## config.mk

```make
export PLATFORM = sky130hd
export DESIGN_NAME = mem_arbiter_flat
export DESIGN_NICKNAME = d
export VERILOG_FILES = /design/src/rtl/mem_arb_pkg.sv /design/src/rtl/mem_arbiter_if.sv /design/src/rtl/mem_arb_picker.sv /design/src/rtl/mem_arbiter.sv /design/src/flat_wrapper.sv
export SDC_FILE = /design/constraint.sdc
export NUM_CORES = 1
export LEC_CHECK = 0
export BUFFER_PORTS_ARGS = -buffer_cell sky130_fd_sc_hd__buf_2
export CAP_MARGIN = 20
export CORE_AREA = 2 2 205 207
export DETAILED_ROUTE_END_ITERATION = 10
export DIE_AREA = 0 0 207 209
export PLACE_DENSITY = 0.47
export SLEW_MARGIN = 25
export SYNTH_ARGS = -nofsm -noshare
export SYNTH_HDL_FRONTEND = slang
export SYNTH_SLANG_ARGS = --single-unit
```

## constraint.sdc

```tcl
create_clock -name clk -period 13.4 [get_ports clk]
set_input_delay 3.35 -clock clk [delete_from_list [all_inputs] [get_ports clk]]
set_output_delay 3.35 -clock clk [all_outputs]
set_load 0.005 [all_outputs]
```

## src/rtl/mem_arb_pkg.sv

```systemverilog
// Shared types and constants for the two-requester ram arbiter.
// Contents: FSM state enum, requester id constants, default geometry.
package mem_arb_pkg;

  typedef enum logic [1:0] {
    IDLE  = 2'd0,
    ISSUE = 2'd1,
    RESP  = 2'd2
  } state_t;

  localparam logic GRANT_IF = 1'b0;
  localparam logic GRANT_D  = 1'b1;

  localparam int DEF_MEM_BYTES = 1024;
  localparam int DEF_DATA_W    = 64;

endpackage

```

## src/rtl/mem_arbiter_if.sv

```systemverilog
// Bus bundle between the arbiter, its two requesters and the ram.
// slave  : arbiter side (takes requests, drives responses and ram controls)
// master : environment side (requesters plus the ram model)
interface mem_arbiter_if #(
  parameter int ADDR_W = 64,
  parameter int DATA_W = 64
);
  logic              if_req_valid;
  logic              if_req_ready;
  logic [ADDR_W-1:0] if_req_addr;
  logic              if_rsp_valid;
  logic [DATA_W-1:0] if_rsp_rdata;
  logic              if_rsp_err;

  logic              d_req_valid;
  logic              d_req_ready;
  logic              d_req_we;
  logic [ADDR_W-1:0] d_req_addr;
  logic [DATA_W-1:0] d_req_wdata;
  logic              d_rsp_valid;
  logic [DATA_W-1:0] d_rsp_rdata;
  logic              d_rsp_err;

  logic              ram_we;
  logic [ADDR_W-1:0] ram_addr;
  logic [DATA_W-1:0] ram_data_in;
  logic [DATA_W-1:0] ram_data_out;

  modport slave (
    input  if_req_valid, if_req_addr,
    input  d_req_valid, d_req_we, d_req_addr, d_req_wdata,
    input  ram_data_out,
    output if_req_ready, if_rsp_valid, if_rsp_rdata, if_rsp_err,
    output d_req_ready, d_rsp_valid, d_rsp_rdata, d_rsp_err,
    output ram_we, ram_addr, ram_data_in
  );

  modport master (
    output if_req_valid, if_req_addr,
    output d_req_valid, d_req_we, d_req_addr, d_req_wdata,
    output ram_data_out,
    input  if_req_ready, if_rsp_valid, if_rsp_rdata, if_rsp_err,
    input  d_req_ready, d_rsp_valid, d_rsp_rdata, d_rsp_err,
    input  ram_we, ram_addr, ram_data_in
  );
endinterface

```

## src/rtl/mem_arb_picker.sv

```systemverilog
// Combinational two-way grant between the fetch and data ports.
// Config macro MEM_ARB_RR_EN: round-robin with a last_grant register;
// otherwise fixed data-over-fetch priority and no state at all.
// Ports: clk/rst (round-robin build only), if_valid/d_valid requests
// (already qualified by the caller), grant_if/grant_d one-hot grants.
module mem_arb_picker
  import mem_arb_pkg::*;
(
`ifdef MEM_ARB_RR_EN
  input  logic clk,
  input  logic rst,
`endif
  input  logic if_valid,
  input  logic d_valid,
  output logic grant_if,
  output logic grant_d
);

`ifdef MEM_ARB_RR_EN
  logic last_grant_q;
  logic last_grant_d;

  // On contention the port that did not win last time goes first; any
  // grant is an accepted request, so the history updates on every grant.
  always_comb begin
    grant_d      = d_valid & (~if_valid | (last_grant_q == GRANT_IF));
    grant_if     = if_valid & ~grant_d;
    last_grant_d = last_grant_q;
    if (grant_d)       last_grant_d = GRANT_D;
    else if (grant_if) last_grant_d = GRANT_IF;
  end

  always_ff @(posedge clk or posedge rst) begin
    if (rst) last_grant_q <= GRANT_IF;
    else     last_grant_q <= last_grant_d;
  end
`else
  always_comb begin
    grant_d  = d_valid;
    grant_if = if_valid & ~d_valid;
  end
`endif

endmodule

```

## src/rtl/mem_arbiter.sv

```systemverilog
// Arbiter/sequencer sharing a single-port byte-addressed ram between the
// fetch port (read-only) and the data port (load/store). One access at a
// time: accept in IDLE, drive the ram in ISSUE, respond in RESP.
// Config macro MEM_ARB_RR_EN selects round-robin arbitration (see picker).
// Ports: clk, rst (async, active high), bus (mem_arbiter_if.slave) with
// both request/response channels and all ram controls.
module mem_arbiter
  import mem_arb_pkg::*;
#(
  parameter int ADDR_W    = 64,
  parameter int DATA_W    = DEF_DATA_W,
  parameter int MEM_BYTES = DEF_MEM_BYTES
) (
  input  logic        clk,
  input  logic        rst,
  mem_arbiter_if.slave bus
);

  // Highest legal start address; plain unsigned compare so addresses near
  // the top of the space cannot wrap into range.
  localparam logic [ADDR_W-1:0] MAX_ADDR = ADDR_W'(MEM_BYTES - 8);

  state_t            state_q, state_d;
  logic [ADDR_W-1:0] addr_q, addr_d;
  logic [DATA_W-1:0] wdata_q, wdata_d;
  logic              we_q, we_d;
  logic              owner_q, owner_d;
  logic              err_q, err_d;

  logic              pick_if, pick_d;
  logic              idle;
  logic              ram_we_c;
  logic              if_rsp_c, d_rsp_c;
  logic [DATA_W-1:0] rsp_rdata;

  assign idle = (state_q == IDLE);

  mem_arb_picker u_picker (
`ifdef MEM_ARB_RR_EN
    .clk      (clk),
    .rst      (rst),
`endif
    .if_valid (bus.if_req_valid & idle),
    .d_valid  (bus.d_req_valid & idle),
    .grant_if (pick_if),
    .grant_d  (pick_d)
  );

  always_comb begin
    state_d  = state_q;
    addr_d   = addr_q;
    wdata_d  = wdata_q;
    we_d     = we_q;
    owner_d  = owner_q;
    err_d    = err_q;
    ram_we_c = 1'b0;
    if_rsp_c = 1'b0;
    d_rsp_c  = 1'b0;
    case (state_q)
      IDLE: begin
        if (pick_d) begin
          addr_d  = bus.d_req_addr;
          wdata_d = bus.d_req_wdata;
          we_d    = bus.d_req_we;
          owner_d = GRANT_D;
          err_d   = bus.d_req_addr > MAX_ADDR;
          state_d = ISSUE;
        end else if (pick_if) begin
          addr_d  = bus.if_req_addr;
          wdata_d = '0;
          we_d    = 1'b0;
          owner_d = GRANT_IF;
          err_d   = bus.if_req_addr > MAX_ADDR;
          state_d = ISSUE;
        end
      end
      ISSUE: begin
        ram_we_c = we_q & ~err_q;
        state_d  = RESP;
      end
      RESP: begin
        if_rsp_c = (owner_q == GRANT_IF);
        d_rsp_c  = (owner_q == GRANT_D);
        state_d  = IDLE;
      end
      default: state_d = IDLE;
    endcase
  end

  always_ff @(posedge clk or posedge rst) begin
    if (rst) begin
      state_q <= IDLE;
      addr_q  <= '0;
      wdata_q <= '0;
      we_q    <= 1'b0;
      owner_q <= GRANT_IF;
      err_q   <= 1'b0;
    end else begin
      state_q <= state_d;
      addr_q  <= addr_d;
      wdata_q <= wdata_d;
      we_q    <= we_d;
      owner_q <= owner_d;
      err_q   <= err_d;
    end
  end

  // Stores and errored accesses return zero data; the read still happened
  // for an errored access but its result is discarded here.
  assign rsp_rdata = (we_q | err_q) ? '0 : bus.ram_data_out;

  assign bus.if_req_ready = pick_if;
  assign bus.d_req_ready  = pick_d;

  assign bus.if_rsp_valid = if_rsp_c;
  assign bus.if_rsp_rdata = if_rsp_c ? rsp_rdata : '0;
  assign bus.if_rsp_err   = if_rsp_c & err_q;
  assign bus.d_rsp_valid  = d_rsp_c;
  assign bus.d_rsp_rdata  = d_rsp_c ? rsp_rdata : '0;
  assign bus.d_rsp_err    = d_rsp_c & err_q;

  assign bus.ram_we       = ram_we_c;
  assign bus.ram_addr     = addr_q;
  assign bus.ram_data_in  = wdata_q;

endmodule

```

## src/flat_wrapper.sv

```systemverilog
// flat-port wrapper written by rule: the top's interface ports become plain ports
module mem_arbiter_flat import mem_arb_pkg::*;
#(
  parameter int ADDR_W    = 64,
  parameter int DATA_W    = DEF_DATA_W,
  parameter int MEM_BYTES = DEF_MEM_BYTES
)
  (clk, rst, bus_if_req_valid, bus_if_req_addr, bus_d_req_valid, bus_d_req_we, bus_d_req_addr, bus_d_req_wdata, bus_ram_data_out, bus_if_req_ready, bus_if_rsp_valid, bus_if_rsp_rdata, bus_if_rsp_err, bus_d_req_ready, bus_d_rsp_valid, bus_d_rsp_rdata, bus_d_rsp_err, bus_ram_we, bus_ram_addr, bus_ram_data_in);
  mem_arbiter_if #(.ADDR_W(ADDR_W), .DATA_W(DATA_W)) bus_i ();
  input  logic clk;
  input  logic rst;
  input wire logic [$bits(bus_i.if_req_valid)-1:0] bus_if_req_valid;
  input wire logic [$bits(bus_i.if_req_addr)-1:0] bus_if_req_addr;
  input wire logic [$bits(bus_i.d_req_valid)-1:0] bus_d_req_valid;
  input wire logic [$bits(bus_i.d_req_we)-1:0] bus_d_req_we;
  input wire logic [$bits(bus_i.d_req_addr)-1:0] bus_d_req_addr;
  input wire logic [$bits(bus_i.d_req_wdata)-1:0] bus_d_req_wdata;
  input wire logic [$bits(bus_i.ram_data_out)-1:0] bus_ram_data_out;
  output wire logic [$bits(bus_i.if_req_ready)-1:0] bus_if_req_ready;
  output wire logic [$bits(bus_i.if_rsp_valid)-1:0] bus_if_rsp_valid;
  output wire logic [$bits(bus_i.if_rsp_rdata)-1:0] bus_if_rsp_rdata;
  output wire logic [$bits(bus_i.if_rsp_err)-1:0] bus_if_rsp_err;
  output wire logic [$bits(bus_i.d_req_ready)-1:0] bus_d_req_ready;
  output wire logic [$bits(bus_i.d_rsp_valid)-1:0] bus_d_rsp_valid;
  output wire logic [$bits(bus_i.d_rsp_rdata)-1:0] bus_d_rsp_rdata;
  output wire logic [$bits(bus_i.d_rsp_err)-1:0] bus_d_rsp_err;
  output wire logic [$bits(bus_i.ram_we)-1:0] bus_ram_we;
  output wire logic [$bits(bus_i.ram_addr)-1:0] bus_ram_addr;
  output wire logic [$bits(bus_i.ram_data_in)-1:0] bus_ram_data_in;
  assign bus_i.if_req_valid = bus_if_req_valid;
  assign bus_i.if_req_addr = bus_if_req_addr;
  assign bus_i.d_req_valid = bus_d_req_valid;
  assign bus_i.d_req_we = bus_d_req_we;
  assign bus_i.d_req_addr = bus_d_req_addr;
  assign bus_i.d_req_wdata = bus_d_req_wdata;
  assign bus_i.ram_data_out = bus_ram_data_out;
  assign bus_if_req_ready = bus_i.if_req_ready;
  assign bus_if_rsp_valid = bus_i.if_rsp_valid;
  assign bus_if_rsp_rdata = bus_i.if_rsp_rdata;
  assign bus_if_rsp_err = bus_i.if_rsp_err;
  assign bus_d_req_ready = bus_i.d_req_ready;
  assign bus_d_rsp_valid = bus_i.d_rsp_valid;
  assign bus_d_rsp_rdata = bus_i.d_rsp_rdata;
  assign bus_d_rsp_err = bus_i.d_rsp_err;
  assign bus_ram_we = bus_i.ram_we;
  assign bus_ram_addr = bus_i.ram_addr;
  assign bus_ram_data_in = bus_i.ram_data_in;
  mem_arbiter #(.ADDR_W(ADDR_W), .DATA_W(DATA_W), .MEM_BYTES(MEM_BYTES)) u_core (.clk(clk), .rst(rst), .bus(bus_i));
endmodule
```

* After elaboration in Yosys (flattened, before gate mapping) *
Index checks and enable logic that the tools add are counted.

cells by class
  bitwise logic cells = 10
  eq/ne operators = 3
  $lt $le $gt $ge = 2
  muxes and demuxes = 18
  reductions and logical operators = 3

operators by type and width
  cell                                                                     number
  64-bit two-way mux                                                       7
  64-bit by 10-bit > comparator with 1-bit output (second input constant)  2
  1-bit two-way mux                                                        8
  1-bit AND                                                                6
  2-bit two-way mux                                                        2
  2-bit one-hot mux with 2 select lines                                    1
  3-bit != test (second input constant)                                    1
  1-bit inverter                                                           3
  2-bit by 1-bit == test with 1-bit output (second input constant)         1
  2-bit == test (second input constant)                                    1
  2-bit logical NOT                                                        1
  2-bit AND reduction                                                      1
  2-bit nonzero test                                                       1
  1-bit OR                                                                 1

storage, ports and cells
  bits in registers = 133
  output and inout bits = 263
  logic and storage cells = 42

* Logic depth before layout (Yosys ltp) *
  depth in word-level cells = 7
  mapped depth = 7
  gate-level depth less buffers = 5

* Modules after synthesis *
Synthesis repeated with hierarchy kept, for this count alone.

second synthesis, totals
  cells, all modules = 648
  area, all modules = 6661.4 µm²

modules (own cells, without submodules)
  module          instances  area each (µm²)  cells an instance
  mem_arbiter     1          6640.1           646
  mem_arb_picker  1          21.3             2

* Least setup slack after synthesis *
OpenSTA, ideal clock, no wires.

  path kind = in2out
  start = input port bus_d_req_valid
  end = output port bus_d_req_ready
  buffers on the path = 2
  setup slack = 5.906 ns
  cell stages on the path = 4
  arrival time = 4.144 ns
  cells stage by stage = inv_2 nor3_1 buf_2 buf_2

on the way
  cells in the longest elaborated chain, start to end = 1

ends and longest elaborated chain
  element      line                source
  from (decl)  flat_wrapper.sv:14  input wire logic [$bits(bus_i.d_req_valid)-1:0] bus_d_req_valid;
  1-bit AND    mem_arbiter.sv:44   .d_valid (bus.d_req_valid & idle),
  to (decl)    flat_wrapper.sv:23  output wire logic [$bits(bus_i.d_req_ready)-1:0] bus_d_req_ready;

Every way passes these cells.

* Worst setup path in the final report *
  start = input port bus_if_req_valid
  end = output port bus_if_req_ready

on the way
  cells in the longest elaborated chain, start to end = 2

ends and longest elaborated chain
  element      line                  source
  from (decl)  flat_wrapper.sv:12    input wire logic [$bits(bus_i.if_req_valid)-1:0] bus_if_req_valid;
  1-bit AND    mem_arbiter.sv:43     .if_valid (bus.if_req_valid & idle),
  1-bit AND    mem_arb_picker.sv:40  grant_if = if_valid & ~d_valid;
  to (decl)    flat_wrapper.sv:19    output wire logic [$bits(bus_i.if_req_ready)-1:0] bus_if_req_ready;

Every way passes these cells.

==> impl_results.md <==
- Antenna violations before repair: 18
- Worst vdd ir: 0.08934 mV
- Warnings, synthesis: 0
- Cts repair resizes: 0
- Number of global-route vias before repair: 7244
- Gr usage total: 15.90%
- CTS Sinks: 133
- Placed cell area: 9435 sq um
- Synthesized area: 6322 sq um
- Starting Density: 15.31%
- Max-slew headroom: 36.04%
- H-tree depth: 4
- DR DRC count: 0
- Final Skew: 20.93 ps
- Die height: 209 microns
- Netlist cell types: 26
- Crit-path max FO: 6
- Slew at the pin with the worst max-slew slack: 959.4 ps
- Synthesized area per cell: 9.802 sq um
- Core ar.: 41290 sq um
- Layout net count: 1388
- GP Congestion: 0.9190
- Cells after synthesis: 645
- # port buffers: 523
- Setup crit end kind: primary output
- Area of the multi-input gates: 2716 sq um
- Die area: 43260 sq um
- Startpoint types: input port
- Net Count, Synth: 906
- Detailed Routing Iterations Pass 1: 6
- Setup_tns: 0 ps
- Finished Layout Cells: 1689
- Die X: 207 microns
- Final setup violation count: 0
- Synth Register Bits: 133
- CTS Hold Buffers Added: 0
- Post-route cell area: 10040 sq um
- Register area: 3328 sq um
- DRT antenna net count: 0
- Fill count: 4577
- Detail Placement HPWL: 28.66 mm
- Synth-to-layout area growth: 58.84%
- Io pins: 524
- Crit Path Category: input port to primary output
- Num rows: 75
- Status: complete, no violations
- Fmax: 135.5 MHz
- Longest Clk Path Bufs: 2
- Clock transition at path regs: 60 ps
- Tcrit/Tclk final: 55.08%
- Layout cells sized above 1: 50.26%
- Worst EP arrival: 4030 ps
- Critical path required time: 10050 ps
- Largest net degree at the start of global routing: 129
- Avg WL per Cell: 20.95 microns
- Placed cell count: 1647
- Worst hold path class: flop to flop
- GRT Residual Overflow: 0
- Final hold vios: 0
- Vias: 7294
- First-pass GRT wire length: 49.96 mm
- Tmin final: 7380 ps
- Total CTS buffers: 17
- DR iter-0 viols: 503
- Total leakage power: 5.776 nW
- Max-Cap Viols: 0
- Pins Over Slew Limit: 0
- Final wirelength: 35.39 mm
- Post-synthesis sequential area ratio: 52.64%
- Clock Latency Late Sink: 450 ps
- Root Buffer: clkbuf_16
- Post-CTS Setup Bufs: 0
- Power Dens Cells: 202.6 nW/um^2
- CTS tree: built
- Via density: 4.319
- RSZ-0062 raised after global routing: false
-- layer usage --
layer	GRT usage (%)	wire [microns]
met1	17.83	13580
met2	28.16	18180
met3	4.253	2438
met4	7.167	1151
met5	0	38
-- state kept, by name, summed over array words and instances (netlist names) --
name,count
u_core.bus.ram_data_in,64
u_core.bus.ram_addr,64
u_core.err_q,1
u_core.state_q,2
u_core.owner_q,1
u_core.we_q,1
-- stage by stage --
stage	hold WS, ps	setup WS [ps]	util, %	power [mW]
floorplan	462.6	5906	-	1.162
global placement	464.2	5991	22.85	1.576
detailed placement	469.5	6023	22.85	1.584
CTS	483.3	6013	24.26	2.071
global route	504.4	5979	24.30	2.191
finish	478.2	6020	24.32	2.035
-- path summary, 6_finish.rpt --
path	slack, ps	cells past startpoint	endpoint	start
worst max-delay path	6020	5	bus_if_req_ready	bus_if_req_valid
worst min register to register	480	2	u_core.bus.ram_addr[52]	u_core.bus.ram_addr[52]
worst min-delay path	480	2	u_core.bus.ram_addr[52]	u_core.bus.ram_addr[52]
worst max register to register	10650	5	u_core.bus.ram_addr[8]	u_core.state_q[0]
min in group asynchronous	3010	2	u_core.bus.ram_data_in[34]	rst
max in group asynchronous	9140	3	u_core.bus.ram_addr[25]	rst
-- synth_stat cells --
library cell | instances | area (sq um)
and2_1 | 2 | 12.51
inv_1 | 5 | 18.77
nor3b_1 | 1 | 7.510
a22o_1 | 65 | 569.3
or4_1 | 4 | 30.03
buf_2 | 18 | 90.09
nand2_1 | 62 | 232.7
nor3_2 | 1 | 10.01
nor3_1 | 4 | 20.02
a21o_1 | 1 | 7.510
nand3_1 | 3 | 15.01
o21ai_1 | 61 | 305.3
nor2_1 | 3 | 11.26
nor4_1 | 24 | 150.1
o41ai_1 | 1 | 8.760
o41ai_2 | 1 | 16.27
and3_1 | 128 | 800.8
dfrtp_1 | 133 | 3328
nor2b_1 | 1 | 6.260
inv_2 | 2 | 7.510
and3b_1 | 2 | 17.52
a222oi_1 | 4 | 40.04
nand4_1 | 8 | 50.05
clkbuf_1 | 46 | 172.7
o22ai_1 | 60 | 375.4
buf_1 | 5 | 18.77
-- cells by family (layout without fill, tap and decap cells) --
kind of cell	count (synthesis)	count (layout)	share of synthesized area, %
simple gates	243	243	21.57
other cells	0	10	0
buf+inv	76	571	4.869
compound gates	193	193	20.92
flops	133	133	52.64
-- where the power goes --
part	internal, mW	switching (mW)
registers	0.600	0.119
clock network	0.275	0.199
logic	0.357	0.484
total	1.23	0.802
-- worst max-delay path, stage by stage --
cell and delay [ps]:
buf_2 110, nand2_1 70, nor2_1 150, buf_4 200, buf_2 130
-- cell usage in the layout (no fill, tap or decap) --
| cell type | count |
|---|---|
| nor3_1 | 3 |
| o21ai_1 | 60 |
| and2_1 | 2 |
| o41ai_1 | 1 |
| dfrtp_1 | 133 |
| and3b_2 | 1 |
| nand3_1 | 3 |
| clkinv_2 | 2 |
| diode_2 | 10 |
| inv_2 | 2 |
| buf_4 | 9 |
| and3_1 | 128 |
| and3b_1 | 1 |
| or4_1 | 4 |
| nand4_1 | 8 |
| a22o_1 | 65 |
| o21ai_4 | 1 |
| nor2_1 | 2 |
| inv_6 | 4 |
| nor3_2 | 2 |
| clkbuf_16 | 17 |
| bufinv_16 | 2 |
| nor4_1 | 24 |
| clkinvlp_4 | 4 |
| nor2b_1 | 1 |
| o41ai_2 | 1 |
| o22ai_1 | 60 |
| nor3b_2 | 1 |
| nand2_1 | 62 |
| nor2_4 | 1 |
| a21o_1 | 1 |
| clkbuf_1 | 1 |
| inv_1 | 4 |
| clkinv_4 | 3 |
| a222oi_1 | 4 |
| buf_2 | 523 |
-- cell type report --
cell class / count / share of cell area, %
Sequential cell: 133 / 33.14
Multi-Input combinational cell: 436 / 27.05
Timing Repair Buffer: 532 / 26.74
Tap cell: 539 / 6.716
Clock buffer: 18 / 4.274
Clock inverter: 14 / 1.520
Inverter: 7 / 0.3115
Antenna cell: 10 / 0.2492
No activity file was read; power rests on OpenSTA's default activity.
